## src/rtl/oled_pkg.sv

```systemverilog
// oled_pkg: shared OLED SPI byte type, dc tag constants and sink state encoding
package oled_pkg;

    typedef struct packed {
        logic       dc;
        logic [7:0] data;
    } oled_spi_byte_t;

    localparam logic OLED_CMD  = 1'b0;
    localparam logic OLED_DATA = 1'b1;

    typedef enum logic {
        IDLE,
        SHIFT
    } sink_state_e;

endpackage

```

## src/rtl/spi_oled_sink_if.sv

```systemverilog
// spi_oled_sink_if: SPI input lines plus the tagged byte output stream
interface spi_oled_sink_if #(
    parameter int PACKET_WIDTH = 8
);
    logic                    cs;
    logic                    sclk;
    logic                    sdin;
    logic                    dc;
    logic [PACKET_WIDTH-1:0] out_data;
    logic                    out_dc;
    logic                    out_valid;
    logic                    out_ready;
    logic                    overflow;
    logic                    frame_error;

    modport master (
        output cs, sclk, sdin, dc, out_ready,
        input  out_data, out_dc, out_valid, overflow, frame_error
    );

    modport slave (
        input  cs, sclk, sdin, dc, out_ready,
        output out_data, out_dc, out_valid, overflow, frame_error
    );
endinterface

```

## src/rtl/sync_fifo.sv

```systemverilog
// sync_fifo: single-clock FIFO with extra-MSB pointers, push accepted when full if popping
module sync_fifo #(
    parameter int WIDTH = 9,
    parameter int DEPTH = 4
) (
    input  logic             clk,
    input  logic             reset_n,
    input  logic             push_i,
    input  logic [WIDTH-1:0] data_i,
    input  logic             pop_i,
    output logic [WIDTH-1:0] data_o,
    output logic             full_o,
    output logic             empty_o
);
    localparam int AW = $clog2(DEPTH);

    logic [WIDTH-1:0] mem_q [DEPTH];
    logic [AW:0]      wr_q, rd_q, wr_d, rd_d;
    logic             wr_en, rd_en;

    assign full_o  = (wr_q[AW] != rd_q[AW]) && (wr_q[AW-1:0] == rd_q[AW-1:0]);
    assign empty_o = wr_q == rd_q;
    assign rd_en   = pop_i & ~empty_o;
    assign wr_en   = push_i & (~full_o | rd_en);
    assign wr_d    = wr_q + (AW+1)'(wr_en);
    assign rd_d    = rd_q + (AW+1)'(rd_en);
    assign data_o  = mem_q[rd_q[AW-1:0]];

    // Advance pointers and store the pushed word; storage clears so the head reads 0 after reset
    always_ff @(posedge clk) begin
        if (!reset_n) begin
            wr_q <= '0;
            rd_q <= '0;
            for (int i = 0; i < DEPTH; i++) mem_q[i] <= '0;
        end else begin
            wr_q <= wr_d;
            rd_q <= rd_d;
            if (wr_en) mem_q[wr_q[AW-1:0]] <= data_i;
        end
    end
endmodule

```

## src/rtl/spi_oled_sink.sv

```systemverilog
// spi_oled_sink: SPI mode-0 target that deserializes dc-tagged OLED bytes into a FIFO stream
module spi_oled_sink
    import oled_pkg::*;
#(
    parameter int PACKET_WIDTH = 8,
    parameter int FIFO_DEPTH   = 4,
    parameter int SYNC_STAGES  = 2
) (
    input logic            clk,
    input logic            reset_n,
    spi_oled_sink_if.slave bus
);
    localparam int CW = $clog2(PACKET_WIDTH);

    logic [SYNC_STAGES-1:0]  cs_sync_q, sclk_sync_q, sdin_sync_q, dc_sync_q;
    logic                    sclk_q;
    logic                    cs_s, sclk_s, sdin_s, dc_s, rise;
    sink_state_e             state_q;
    logic [CW-1:0]           cnt_q;
    logic [PACKET_WIDTH-1:0] shift_q, shift_d;
    logic                    frame_error_q, overflow_q;
    logic                    push, pop, full, empty, last_bit;
    oled_spi_byte_t          push_word, head_word;

    // Bring the asynchronous SPI lines into clk, resetting to bus-idle levels
    always_ff @(posedge clk) begin
        if (!reset_n) begin
            cs_sync_q   <= '1;
            sclk_sync_q <= '0;
            sdin_sync_q <= '0;
            dc_sync_q   <= '0;
            sclk_q      <= 1'b0;
        end else begin
            cs_sync_q   <= {cs_sync_q[SYNC_STAGES-2:0], bus.cs};
            sclk_sync_q <= {sclk_sync_q[SYNC_STAGES-2:0], bus.sclk};
            sdin_sync_q <= {sdin_sync_q[SYNC_STAGES-2:0], bus.sdin};
            dc_sync_q   <= {dc_sync_q[SYNC_STAGES-2:0], bus.dc};
            sclk_q      <= sclk_s;
        end
    end

    assign cs_s      = cs_sync_q[SYNC_STAGES-1];
    assign sclk_s    = sclk_sync_q[SYNC_STAGES-1];
    assign sdin_s    = sdin_sync_q[SYNC_STAGES-1];
    assign dc_s      = dc_sync_q[SYNC_STAGES-1];
    assign rise      = sclk_s & ~sclk_q;
    assign last_bit  = cnt_q == CW'(PACKET_WIDTH - 1);
    assign shift_d   = {shift_q[PACKET_WIDTH-2:0], sdin_s};
    assign push      = (state_q == SHIFT) & ~cs_s & rise & last_bit;
    assign pop       = ~empty & bus.out_ready;
    assign push_word = '{dc: dc_s, data: shift_d};

    // Frame FSM: shift on sclk rises while selected; cs release wins over a coincident rise
    always_ff @(posedge clk) begin
        if (!reset_n) begin
            state_q       <= IDLE;
            cnt_q         <= '0;
            shift_q       <= '0;
            frame_error_q <= 1'b0;
            overflow_q    <= 1'b0;
        end else begin
            frame_error_q <= 1'b0;
            if (push & full & ~pop) overflow_q <= 1'b1;
            case (state_q)
                IDLE: if (!cs_s) state_q <= SHIFT;
                SHIFT: begin
                    if (cs_s) begin
                        state_q       <= IDLE;
                        cnt_q         <= '0;
                        frame_error_q <= cnt_q != '0;
                    end else if (rise) begin
                        shift_q <= shift_d;
                        cnt_q   <= last_bit ? '0 : cnt_q + CW'(1);
                    end
                end
                default: state_q <= IDLE;
            endcase
        end
    end

    sync_fifo #(
        .WIDTH($bits(oled_spi_byte_t)),
        .DEPTH(FIFO_DEPTH)
    ) u_fifo (
        .clk    (clk),
        .reset_n(reset_n),
        .push_i (push),
        .data_i (push_word),
        .pop_i  (pop),
        .data_o (head_word),
        .full_o (full),
        .empty_o(empty)
    );

    assign bus.out_data    = head_word.data;
    assign bus.out_dc      = head_word.dc;
    assign bus.out_valid   = ~empty;
    assign bus.overflow    = overflow_q;
    assign bus.frame_error = frame_error_q;
endmodule

```

## src/flat_wrapper.sv

```systemverilog
// flat-port wrapper written by rule: the top's interface ports become plain ports
module spi_oled_sink_flat import oled_pkg::*;
#(
    parameter int PACKET_WIDTH = 8,
    parameter int FIFO_DEPTH   = 4,
    parameter int SYNC_STAGES  = 2
)
  (clk, reset_n, bus_cs, bus_sclk, bus_sdin, bus_dc, bus_out_ready, bus_out_data, bus_out_dc, bus_out_valid, bus_overflow, bus_frame_error);
  spi_oled_sink_if #(.PACKET_WIDTH(PACKET_WIDTH)) bus_i ();
  input logic clk;
  input logic reset_n;
  input wire logic [$bits(bus_i.cs)-1:0] bus_cs;
  input wire logic [$bits(bus_i.sclk)-1:0] bus_sclk;
  input wire logic [$bits(bus_i.sdin)-1:0] bus_sdin;
  input wire logic [$bits(bus_i.dc)-1:0] bus_dc;
  input wire logic [$bits(bus_i.out_ready)-1:0] bus_out_ready;
  output wire logic [$bits(bus_i.out_data)-1:0] bus_out_data;
  output wire logic [$bits(bus_i.out_dc)-1:0] bus_out_dc;
  output wire logic [$bits(bus_i.out_valid)-1:0] bus_out_valid;
  output wire logic [$bits(bus_i.overflow)-1:0] bus_overflow;
  output wire logic [$bits(bus_i.frame_error)-1:0] bus_frame_error;
  assign bus_i.cs = bus_cs;
  assign bus_i.sclk = bus_sclk;
  assign bus_i.sdin = bus_sdin;
  assign bus_i.dc = bus_dc;
  assign bus_i.out_ready = bus_out_ready;
  assign bus_out_data = bus_i.out_data;
  assign bus_out_dc = bus_i.out_dc;
  assign bus_out_valid = bus_i.out_valid;
  assign bus_overflow = bus_i.overflow;
  assign bus_frame_error = bus_i.frame_error;
  spi_oled_sink #(.PACKET_WIDTH(PACKET_WIDTH), .FIFO_DEPTH(FIFO_DEPTH), .SYNC_STAGES(SYNC_STAGES)) u_core (.clk(clk), .reset_n(reset_n), .bus(bus_i));
endmodule
```

## config.mk

```make
export PLATFORM = sky130hd
export DESIGN_NAME = spi_oled_sink_flat
export DESIGN_NICKNAME = d
export VERILOG_FILES = /design/src/rtl/oled_pkg.sv /design/src/rtl/spi_oled_sink_if.sv /design/src/rtl/sync_fifo.sv /design/src/rtl/spi_oled_sink.sv /design/src/flat_wrapper.sv
export SDC_FILE = /design/constraint.sdc
export NUM_CORES = 1
export LEC_CHECK = 0
export ABC_CLOCK_PERIOD_IN_PS = 3400
export CAP_MARGIN = 10
export CORE_ASPECT_RATIO = 0.8
export CORE_UTILIZATION = 40
export DETAILED_ROUTE_END_ITERATION = 8
export PLACE_DENSITY = 0.64
export SLEW_MARGIN = 0
export SYNTH_ARGS = -nofsm -noshare
export SYNTH_HDL_FRONTEND = slang
export SYNTH_SLANG_ARGS = --single-unit
```

## constraint.sdc

```tcl
create_clock -name clk -period 3.4 [get_ports clk]
set_clock_uncertainty 0.05 [all_clocks]
set_input_delay 0.68 -clock clk [delete_from_list [all_inputs] [get_ports clk]]
set_output_delay 0.68 -clock clk [all_outputs]
set_load 0.02 [all_outputs]
```

== Yosys cells after proc, flatten, opt, wreduce, memory -nomap -nowiden ==
Memories as Yosys holds them, arrays and structs flattened. A register that Yosys moved wholly into a read port is not among the register bits.
Index checks and enable logic that the tools add are counted.
W data, S select, Z words.

* Register bits after elaboration: 28
* Bits in writable memories: 36
* Input port bits: 7
* Output and inout port bits: 12
* Memories kept: 1

{| class="wikitable"
|+ Memories
! memory !! words !! width !! rd ports !! clocked after Yosys merged registers in !! wr ports !! line !! source
|-
| u_core.u_fifo.mem_q || 4 || 9 || 1 || 1 || 4 || sync_fifo.sv:17 || <nowiki>logic [WIDTH-1:0] mem_q [DEPTH];</nowiki>
|}

* Add/subtract/negate cells: 3
* Equality and inequality tests: 4
* Multiplexer cells: 12
* Bitwise operators: 15
* Reduce and logical (&&, ||, !) cells: 7

{| class="wikitable"
|+ Operators by type and width
! kind !! number
|-
| $and A1 B1 Y1 || 9
|-
| $mux W3 || 3
|-
| $mux W9 || 1
|-
| $reduce_or A9 Y1 || 1
|-
| $add A3 B1 Y3 || 2
|-
| $mux W1 || 6
|-
| $reduce_and A3 Y1 || 2
|-
| $not A1 Y1 || 5
|-
| $mux W2 || 2
|-
| $add A3 B1 Y3 const B || 1
|-
| $eq A3 B3 Y1 || 1
|-
| $eq A3 B3 Y1 const B || 1
|-
| $reduce_bool A3 Y1 || 1
|-
| $eq A2 B2 Y1 || 1
|-
| $reduce_and A2 Y1 || 1
|-
| $reduce_bool A2 Y1 || 1
|-
| $logic_and A1 B1 Y1 || 1
|-
| $ne A1 B1 Y1 || 1
|-
| $or A1 B1 Y1 || 1
|}

== Longest topological paths before layout ==
Gate-level depths: netlist of run 1.

* Depth in word-level cells: 11
* Gate-level depth with buffers: 10

== Cells and area by module ==
From an unflattened synthesis of run 1, not the netlist that was laid out.

* Cells, all modules: 223
* Area total of the unflattened synthesis: 2800.2 um^2

{| class="wikitable"
|+ By module, submodules not included
! module !! instances !! cells an instance !! area an instance (um^2) !! sequential area each (um^2)
|-
| sync_fifo || 1 || 146 || 1991.9 || 1201.2
|-
| spi_oled_sink || 1 || 77 || 808.3 || 440.4
|}

== Least setup slack after synthesis of run 1 ==
No wires, ideal clock.

* Kind: input-to-reg
* Start: input bus_out_ready
* End: memory u_core.u_fifo.mem_q[3][0] (enable)
* Setup time: 0.387 ns
* Arrival: 1.671 ns
* Required time: 2.963 ns
* Path slack: 1.291 ns
* Cell stages on the path: 3
* Path buffers: 0
* Cell sequence: nand4b_4 > nand3_2 > o21ai_0

{| class="wikitable"
|+ RTL lines
! item !! line !! source
|-
| from (decl) || flat_wrapper.sv:16 || <nowiki>input wire logic [$bits(bus_i.out_ready)-1:0] bus_out_ready;</nowiki>
|-
| to (decl) || sync_fifo.sv:17 ||
|}

==> results of run 1 <==
==> cell usage in the layout, fill, tap and decap left out, drive strengths merged <==
cell type,n
clkbuf,9
dfxtp,28
a21oi,2
nor2b,7
nand3b,1
clkdlybuf4s50,18
nand4bb,1
clkinv,1
o21ai,3
nand2,28
nand2b,2
edfxtp,36
xnor2,2
buf,4
nor3,1
xor2,3
bufinv,3
and2,14
nor2,37
ha,7
mux4,9
a21boi,7
nand4b,1
nand3,3
a22oi,2
inv,7
and3b,1
nand4,3
==> flip-flops by register name, summed over array words and instances (netlist names), 2 cells and up <==
signal / cells
u_core.cs_sync_q: 2
u_core.cnt_q: 3
u_core.sclk_sync_q: 2
u_core.sdin_sync_q: 2
u_core.u_fifo.mem_q: 36
u_core.dc_sync_q: 2
u_core.u_fifo.rd_q: 3
u_core.shift_q: 7
u_core.u_fifo.wr_q: 3
==> Yosys cell counts <==
cell type  number
nand2_1        28
nand3_2         1
a22oi_1         2
nand4b_4        1
a21oi_1         2
o21ai_0         3
edfxtp_1       36
nor2b_2         1
buf_4           2
xnor2_2         2
nor3_1          1
nor2_1         36
nand4_4         3
a21boi_0        7
buf_6           3
clkbuf_1        5
and2_1         14
nand3b_1        1
mux4_1          8
mux4_2          1
dfxtp_1        28
inv_1           4
and3b_1         1
buf_12          1
nor2_2          1
ha_1            7
nand2b_1        2
nand3_1         2
nor2b_1         6
xor2_1          3
nand4bb_1       1
==> path summary, 6_finish.rpt <==
kind,from,end,slack (ns)
max,u_core.u_fifo.rd_q[0],bus_out_data[5],0.42
min,u_core.cs_sync_q[0],u_core.cs_sync_q[1],0.36
max reg2reg,u_core.sclk_sync_q[1],u_core.u_fifo.mem_q[3][2],0.98
min reg2reg,u_core.cs_sync_q[0],u_core.cs_sync_q[1],0.36
==> cell families (layout without fill, tap and decap cells) <==
logic type               count (synthesis)  after routing  synth area share
AO/OA/AOI/OAI                           14             14           0.03368
multiplexers                             9              9           0.08466
flip-flops                              64             64            0.5972
adder cells (fa/ha/maj)                  7              7           0.03186
buffers and inverters                   15             42           0.03732
AND/OR/NAND/NOR                         99             99            0.1939
XOR/XNOR                                 5              5           0.02139
==> worst max-delay path, delay by kind of cell, from the launching register on <==
family	cells	cell delay [ns]
buffers and inverters	1	0.55
flip-flops	1	0.72
multiplexers	1	0.64
==> through the flow <==
stage	hold slack (ns)	setup WS, ns	instance area (um2)
floorplan	0.3363	1.291	2749
global placement	0.3403	0.7782	2977
detailed placement	0.3477	0.7411	2977
CTS	0.3663	0.3621	3226
global route	0.3935	0.3096	3226
finish	0.3606	0.4196	3226
==> power by group through the flow <==
| stage | Combinational [mW] | Clock, mW | Sequential, mW |
|---|---|---|---|
| after global placement | 0.0519 | 0 | 0.859 |
| after floorplan | 0.0288 | 0 | 0.856 |
| after detailed placement | 0.0526 | 0 | 0.860 |
| after global routing | 0.0565 | 0.856 | 0.843 |
| after CTS | 0.0529 | 0.823 | 0.842 |
| final | 0.0518 | 0.804 | 0.842 |
==> metal layers <==
layer  track usage  wire length [um]  vias to the layer above
li1              -                 -                      789
met1        0.1832              1985                      771
met2        0.2309              2276                       48
met3       0.06587               322                        6
met4       0.03636                36                        0
met5             0                 0                        -
==> layout make-up <==
class	count	area, um2
fillers	593	3281
multi-input cells	134	1005
clock buffers	9	123.9
flip-flops and latches	64	1642
repair buffers	22	210.2
inverters	4	15.01
clock inverters	7	125.1
well taps	84	105.1
==> impl_table.tex, run 1 <==
\begin{tabular}{lr}
\hline
Metric & Value \\
\hline
\multicolumn{2}{l}{\textbf{Floorplanning}} \\
Row Count & 26 \\
Floorplan die height & 76.15 um \\
Overall die area & 0.007210 mm2 \\
Core Box Area & 0.006506 mm2 \\
Starting Density & 0.4225 \\
Horiz. Die Dim & 94.69 um \\
Number of placed I/O pins & 19 \\
\multicolumn{2}{l}{\textbf{Timing}} \\
Final setup violation count & 0 \\
Max-slew violation total from the final report & 0 \\
RSZ-0062 raised after global routing & false \\
Transition at the pin with the smallest max-transition slack & approximately 0.7 ns \\
Final Critical Period & between 2 and 3 ns \\
Final hold viol count & 0 \\
Highest achievable clock rate & roughly 0.34 GHz \\
Headroom to the max-slew limit & 0.5325 \\
Final worst-path cycle share & 0.8766 \\
Total negative slack for setup checks & 0 ns \\
\multicolumn{2}{l}{\textbf{Finish}} \\
Number of nets in the finished design & $\sim$250 \\
Non-filler cells, final & around 320 \\
Core utilization of the finished layout & 0.4958 \\
Fraction of layout instances using a drive strength above 1 & 0.1250 \\
Synth-to-layout area growth & 17.34\% \\
Total inserted antenna cells & 0 \\
\multicolumn{2}{l}{\textbf{CTS}} \\
Clock transition at the registers of the reported paths & $\sim$0.07 ns \\
TritonCTS clock tree & yes \\
Count of clock tree sinks & between 60 and 70 \\
Post\_cts resized & 0 \\
Clock latency at the later pin of the worst-skew pair & 0.34 ns \\
Worst-case clock buffer depth & 2 \\
Number of H-tree levels & 3 \\
Number of buffers added for setup after CTS & 0 \\
CTS Root Buffer Type & clkbuf\_8 \\
Cts bufs inserted & 9 \\
Number of buffers inserted by hold repair at cts & 0 \\
\multicolumn{2}{l}{\textbf{Setup path}} \\
Ordered list of cells on the worst path & mux4\_1 -> clkdlybuf4s50\_1 \\
Worst-path fanout max & 11 \\
Critical path start-end classification & reg -> out \\
Kind of capture point of the worst setup path & output pin \\
Data arrival time at the worst-slack endpoint & roughly 2.3 ns \\
Maximum cell stage delay along the critical path & 0.72 ns \\
Worst EP required & 2.67 ns \\
Critical path's slowest cell & dfxtp\_1 \\
Critical path launch point type & register \\
Number of cells traversed by the worst register-to-register path & 5 \\
\multicolumn{2}{l}{\textbf{Synthesis}} \\
Synthesized area divided by synthesized cell count & 12.91 um2 \\
Share of the yosys chip area belonging to registers & 0.5972 \\
Mapped Area & 0.002749 mm2 \\
Warnings from Yosys & 0 \\
Flop and latch count out of synthesis & 64 \\
Cell type contributing the most total cell area after synthesis & edfxtp\_1 \\
Post-Synthesis Net Count & 227 \\
Synthesized netlist cell count & 213 \\
Area share of the largest cell type after synthesis & 0.3933 \\
Netlist cell types & 31 \\
Cell types with the largest area share after synthesis & edfxtp\_1 39\%, dfxtp\_1 20\%, mux4\_1 7.6\% \\
\multicolumn{2}{l}{\textbf{Pwr}} \\
Power per cell area & 526.1 mW/mm2 \\
Tot Pwr & 1.697 mW \\
Reg power frac & 0.496 \\
Switching part of the total power & 0.2005 \\
Switching Power & 0.3403 mW \\
Clock share of power & 0.473 \\
Internal power consumption & 1.357 mW \\
Combinational cell fraction of total power & 0.031 \\
Worst IR drop on VDD & 0.2783 mV \\
Leakage power & 1.143 nW \\
\multicolumn{2}{l}{\textbf{Routing}} \\
Vias & approximately 1600 \\
Routed Antenna Nets & 0 \\
Routed wirelength normalized by instance count & 14.26 um \\
Post-detailed-route DRC marker count & 0 \\
Routed wire length & 4620 um \\
Pre-Repair DR Iteration Count & 4 \\
Detailed-route vias per instance & 4.981 \\
Initial drt markers & 107 \\
\multicolumn{2}{l}{\textbf{Global route}} \\
Total global-route track usage & 0.1467 \\
Vias in the first global route & approximately 1500 \\
Largest net degree at the start of global routing & 22 \\
Leftover overflow at the end of global routing & 0 \\
First-pass GRT wire length & 7693 um \\
Antenna violations before repair & 0 \\
\multicolumn{2}{l}{\textbf{Flow run}} \\
Count of maximum capacitance violations & 0 \\
\multicolumn{2}{l}{\textbf{Placed design}} \\
Final HPWL DP & approximately 3200 um \\
GP Congestion & roughly 0.7 \\
IO Port Bufs & 18 \\
Total placed cells including tap cells & 308 \\
\multicolumn{2}{l}{\textbf{Worst hold path}} \\
Cell count of the worst hold path & 1 \\
Class of the tightest hold or removal check & reg -> reg \\
\multicolumn{2}{l}{\textbf{Status}} \\
Run status & completed \\
\hline
\end{tabular}
Power figures use the tool's default switching activity.
==> run 2: changes to the inputs <==
Settings changed: SKIP_CTS_REPAIR_TIMING from default to 1.
==> results of run 2 <==
Final layout, timing and power as in run 1 (identical DEF).
==> RTL edit 1, RTL diff (flow settings as in run 1) <==
`FIFO_DEPTH` is set to 4 in 2 places; all go to 8.
--- a/src/rtl/spi_oled_sink.sv
+++ b/src/rtl/spi_oled_sink.sv
@@ -3,7 +3,7 @@
     import oled_pkg::*;
 #(
     parameter int PACKET_WIDTH = 8,
-    parameter int FIFO_DEPTH   = 4,
+    parameter int FIFO_DEPTH   = 8,
     parameter int SYNC_STAGES  = 2
 ) (
     input logic            clk,
--- a/src/flat_wrapper.sv
+++ b/src/flat_wrapper.sv
@@ -2,7 +2,7 @@
 module spi_oled_sink_flat import oled_pkg::*;
 #(
     parameter int PACKET_WIDTH = 8,
-    parameter int FIFO_DEPTH   = 4,
+    parameter int FIFO_DEPTH   = 8,
     parameter int SYNC_STAGES  = 2
 )
   (clk, reset_n, bus_cs, bus_sclk, bus_sdin, bus_dc, bus_out_ready, bus_out_data, bus_out_dc, bus_out_valid, bus_overflow, bus_frame_error);
Check against the original RTL: no difference found for any inputs over 10 cycles, from zero or initial values and one cycle with reset_n low; that may be too few to reach the edited logic, so the function may still have changed.
==> RTL edit 1 against run 1 <==
The run now ends with design-rule violations left. Area after synthesis grew 76%. Worst setup slack worse by 0.24 ns. Wire length rose by 110%. Sequential cell count rose by 38. Non-clock buffer count increased by 10. Total power is 46% higher. Maximum frequency fell by 7.5%. Cell area rose by 70%. Largest power group unchanged.
==> RTL edit 1: results (changes against run 1) <==
critical path peak fanout: 16 (was 11)
clock slew at reported path FFs: 0.07 ns (about the same)
post-synthesis compound-gate area fraction: 0.0346 (was 0.0337)
ranking of synthesized cells by area: edfxtp_1, dfxtp_1, nor4_2 (was edfxtp_1, dfxtp_1, mux4_1)
Post-CTS Resized: 0 (unchanged)
Synth Area in Adders: 0.0181 (was 0.0319)
biggest regs: u_core.u_fifo.mem_q: 72 flops, u_core.shift_q: 7 flops (was u_core.u_fifo.mem_q: 36 flops, u_core.shift_q: 7 flops)
H-tree Lvls: 3 (unchanged)
Hold Violations, Final: 0 (unchanged)
xor and xnor area share after synthesis: 0.0160 (was 0.0214)
Leak Pwr: 1.79 nW (was 1.14 nW)
# DRC: 4 (was 0)
relative slew slack: 0.502 (was 0.532)
switching power: 499 µW (was 340 µW)
postcts setup bufs: 0 (unchanged)
Critical Path Max Stage Delay: 0.55 ns (was 0.72 ns)
post-synth top area cell: edfxtp_1 (unchanged)
mux contribution to synthesized area: 0.105 (was 0.0847)
sequential area share after synthesis: 0.570 (was 0.597)
largest net degree at the start of global routing: 39 (was 22)
VDD IR-drop max: 0.000229 V (was 0.000278 V)
Num CTS Buffers: 9 (unchanged)
Post-synth EDFFs: 72 (was 36)
worst skew pair latency: 0.34 ns (about the same)
mean routed wirelength per cell: 19.0 µm (was 14.3 µm)
nets@finish: 375 (was 249)
ANT cells: 0 (unchanged)
status: complete, but fails checks (was completed)
Pre-antenna DRT Iters: 6 (was 4)
failing checks: design-rule violations
delay-heaviest family, CP: multiplexers (was flip-flops)
asr flop ratio synth: 0 (unchanged)
synth cell count leaders: edfxtp_1, and2_1, nor4_2 (was edfxtp_1, nor2_1, dfxtp_1, nand2_1, and2_1)
global-route wire length before repair: 15.9 mm (was 7.69 mm)
HPWL after DPL: 6.78 mm (was 3.16 mm)
dpl cell area: 5180 µm² (was 2980 µm²)
CTS max path bufs: 2 (unchanged)
vias per cell: 5.36 (was 4.98)
worst slack at placement: 0.525 ns (was 0.741 ns)
Post-Syn Nets: 358 (was 227)
CTS Root Cell: clkbuf_16 (was clkbuf_8)
initial antenna violation count: 0 (unchanged)
Yosys warnings: 0 (unchanged)
Arrival @ worst endpoint: 2.49 ns (was 2.25 ns)
Netlist cell types: 35 (was 31)
layout cells sized above 1: 0.262 (was 0.125)
Hold Crit Class: reg -> reg (unchanged)
slowest cell on the critical path: clkdlybuf4s50_1 (was dfxtp_1)
Total GRT Usage: 0.171 (was 0.147)
RePlAce Congestion: 0.784 (was 0.705)
Initial DRC Count: 227 (was 107)
-- RTL edit 1: changes by cell type in the layout (fill, tap and decap cells not counted), sizes merged, moves of 7 or more --
cell,delta
and2,+41
buf,+10
edfxtp,+36
mux2,+9
mux4,+9
nand2,-7
nand2b,+11
nor2,-34
nor4,+36
-- RTL edit 1: worst reg2reg max path: cells and delay by family, from the launching register on --
kind	cells	cell delay [ns]
AND/OR/NAND/NOR	3	0.95
XOR/XNOR	1	0.16
flip-flops	1	0.64
buffers and inverters	1	0.50
-- RTL edit 1: routing by layer --
metal / GRT usage / up-vias / routed length, µm
met2: 0.266 / 68 / 4450
met3: 0.0458 / 12 / 422
met5: 0 / - / 0
met1: 0.236 / 1357 / 4800
li1: - / 1318 / -
met4: 0.0488 / 0 / 114
-- RTL edit 1: kinds of logic (layout without fill, tap and decap cells) --
kind of cell | after synthesis | after routing
AND/OR/NAND/NOR | 145 | 145
buffers and inverters | 30 | 52
XOR/XNOR | 8 | 8
flip-flops | 102 | 102
adder cells (fa/ha/maj) | 7 | 7
AO/OA/AOI/OAI | 25 | 25
multiplexers | 27 | 27
-- RTL edit 1: power by group through the flow --
stage	sequential, mW	combinational (mW)	clock (mW)
2_1_floorplan	1.40	0.0469	0
3_3_place_gp	1.41	0.0823	0
3_5_place_dp	1.42	0.0838	0
4_1_cts	1.39	0.0841	1.03
5_1_grt	1.39	0.0896	1.08
6_report	1.39	0.0827	1.01
-- RTL edit 1: path summary, 6_finish.rpt --
check,start,endpoint,slack [ns],depth (start not counted)
worst max-delay path,u_core.u_fifo.rd_q[0],bus_out_data[7],0.18,4
worst min-delay path,u_core.cs_sync_q[0],u_core.cs_sync_q[1],0.36,1
worst max register to register,u_core.u_fifo.wr_q[2],u_core.u_fifo.mem_q[3][1],0.83,5
worst min register to register,u_core.cs_sync_q[0],u_core.cs_sync_q[1],0.36,1
-- RTL edit 1: layout make-up --
type                       instances  area, µm²
clock buffer                      10        229
timing repair buffer              32        298
sequential                       102       2760
multi-input combinational        212       1920
fill                            1011       6180
tap                              148        185
clock inverter                     6       62.6
inverter                           4       15.0
-- RTL edit 1: metrics by stage --
stage / utilization / std cells
floorplan: - / 344
global placement: 0.445 / 498
detailed placement: 0.445 / 498
CTS: 0.470 / 514
global route: 0.470 / 514
finish: 0.470 / 514
==> RTL edit 2, RTL diff (flow settings as in run 1) <==
Without the edit above. Make the reset (`reset_n`) asynchronous in 3 clocked blocks.
--- a/src/rtl/sync_fifo.sv
+++ b/src/rtl/sync_fifo.sv
@@ -27,7 +27,7 @@
     assign data_o  = mem_q[rd_q[AW-1:0]];
 
     // Advance pointers and store the pushed word; storage clears so the head reads 0 after reset
-    always_ff @(posedge clk) begin
+    always_ff @(posedge clk or negedge reset_n) begin
         if (!reset_n) begin
             wr_q <= '0;
             rd_q <= '0;
--- a/src/rtl/spi_oled_sink.sv
+++ b/src/rtl/spi_oled_sink.sv
@@ -23,7 +23,7 @@
     oled_spi_byte_t          push_word, head_word;
 
     // Bring the asynchronous SPI lines into clk, resetting to bus-idle levels
-    always_ff @(posedge clk) begin
+    always_ff @(posedge clk or negedge reset_n) begin
         if (!reset_n) begin
             cs_sync_q   <= '1;
             sclk_sync_q <= '0;
@@ -51,7 +51,7 @@
     assign push_word = '{dc: dc_s, data: shift_d};
 
     // Frame FSM: shift on sclk rises while selected; cs release wins over a coincident rise
-    always_ff @(posedge clk) begin
+    always_ff @(posedge clk or negedge reset_n) begin
         if (!reset_n) begin
             state_q       <= IDLE;
             cnt_q         <= '0;
Behaviour: differs if reset_n is asserted again (counterexample within 10 cycles, from zero or initial values and one cycle with reset_n low); with reset_n held inactive, the same outputs for 10 cycles.
==> RTL edit 2 against run 1 <==
Maximum frequency grew 3.0%. Highest routed layer unchanged. Area after synthesis shrank 2.9%. Sequential cell count unchanged. Wire length is 5.9% higher. First-iteration DRC count shrank 49%. Worst setup slack better by 0.087 ns. Cell area shrank 3.2%.
Power is not compared: it rests on default switching activity, and its combinational part moved more than twofold at a synthesized area within 25%.
==> RTL edit 2: results (changes against run 1) <==
vias per cell: 5.24 (was 4.98)
biggest regs: u_core.u_fifo.mem_q: 36 flops, u_core.shift_q: 7 flops (unchanged)
post-synthesis compound-gate area fraction: 0.0201 (was 0.0337)
crit path launch: u_core.u_fifo.rd_q[1] (was u_core.u_fifo.rd_q[0])
Top FF cell, synth: dfrtp_1 (was edfxtp_1)
layout cells sized above 1: 0.395 (was 0.125)
CTS max path bufs: 2 (unchanged)
sequential area share after synthesis: 0.601 (was 0.597)
Post-Syn Area per Cell: 16.7 µm² (was 12.9 µm²)
fill count: 533 (was 593)
dpl cell area: 2960 µm² (was 2980 µm²)
synth cell count leaders: dfrtp_1, mux2_2, mux4_2 (was edfxtp_1, nor2_1, dfxtp_1, nand2_1, and2_1)
reg2reg end: u_core.u_fifo.mem_q[31] (was u_core.u_fifo.mem_q[3][2])
RePlAce Congestion: 0.695 (was 0.705)
final core occ: 0.487 (was 0.496)
Synth Area in Adders: 0.0328 (was 0.0319)
Final WS setup: 0.506 ns (was 0.420 ns)
Post-Route WL: 4.89 mm (was 4.62 mm)
nets@finish: 204 (was 249)
xor and xnor area share after synthesis: 0.0164 (was 0.0214)
ranking of synthesized cells by area: dfrtp_1, mux2_2, mux4_2 (was edfxtp_1, dfxtp_1, mux4_1)
largest net degree at the start of global routing: 51 (was 22)
non-filler cells, final: 279 (was 324)
status: completed (unchanged)
r2r setup slk: 0.91 ns (was 0.98 ns)
Total GRT Usage: 0.167 (was 0.147)
Initial DRC Count: 55 (was 107)
HPWL after DPL: 3.29 mm (was 3.16 mm)
Arrival @ worst endpoint: 2.16 ns (was 2.25 ns)
relative slew slack: 0.476 (was 0.532)
Reg-to-Reg Start: u_core.cs_sync_q[1] (was u_core.sclk_sync_q[1])
Critical Path End: bus_out_valid (was bus_out_data[5])
Post-Place Cells: 263 (was 308)
vias in the first global route: 1627 (was 1545)
initial antenna violation count: 0 (unchanged)
mux contribution to synthesized area: 0.257 (was 0.0847)
slowest cell on the critical path: dfrtp_1 (was dfxtp_1)
Hold Crit Class: in -> async (was reg -> reg)
global-route wire length before repair: 8.36 mm (was 7.69 mm)
worst slack at placement: 0.786 ns (was 0.741 ns)
R2R cell count: 4 (was 5)
Num CTS Buffers: 9 (unchanged)
hold slack: 0.197 ns (was 0.361 ns)
asr flop ratio synth: 1.00 (was 0)
[RTL edit 2: power by group through the flow]
| stage | Sequential, mW | Clock [mW] | Combinational (mW) |
|---|---|---|---|
| final | 0.896 | 0.541 | 0.241 |
| after global routing | 0.907 | 0.587 | 0.272 |
| after CTS | 0.896 | 0.562 | 0.248 |
| after detailed placement | 0.910 | 0 | 0.247 |
| after global placement | 0.903 | 0 | 0.233 |
| after floorplan | 0.865 | 0 | 0.196 |
[RTL edit 2: final cells by class]
cell class                      count  share of cell area
Clock buffer                       15              0.0501
Tap cell                           84              0.0337
Clock inverter                      1             0.00160
Inverter                            5             0.00601
Sequential cell                    64               0.514
Timing Repair Buffer               22              0.0657
Multi-Input combinational cell     88               0.329
[RTL edit 2: routing by layer]
layer  part of all wire  vias up  track usage
li1                   -      648            -
met1               0.45      781        0.203
met2               0.50       27        0.281
met3              0.038        7       0.0495
met4              0.011        0       0.0718
met5                  0        -            0
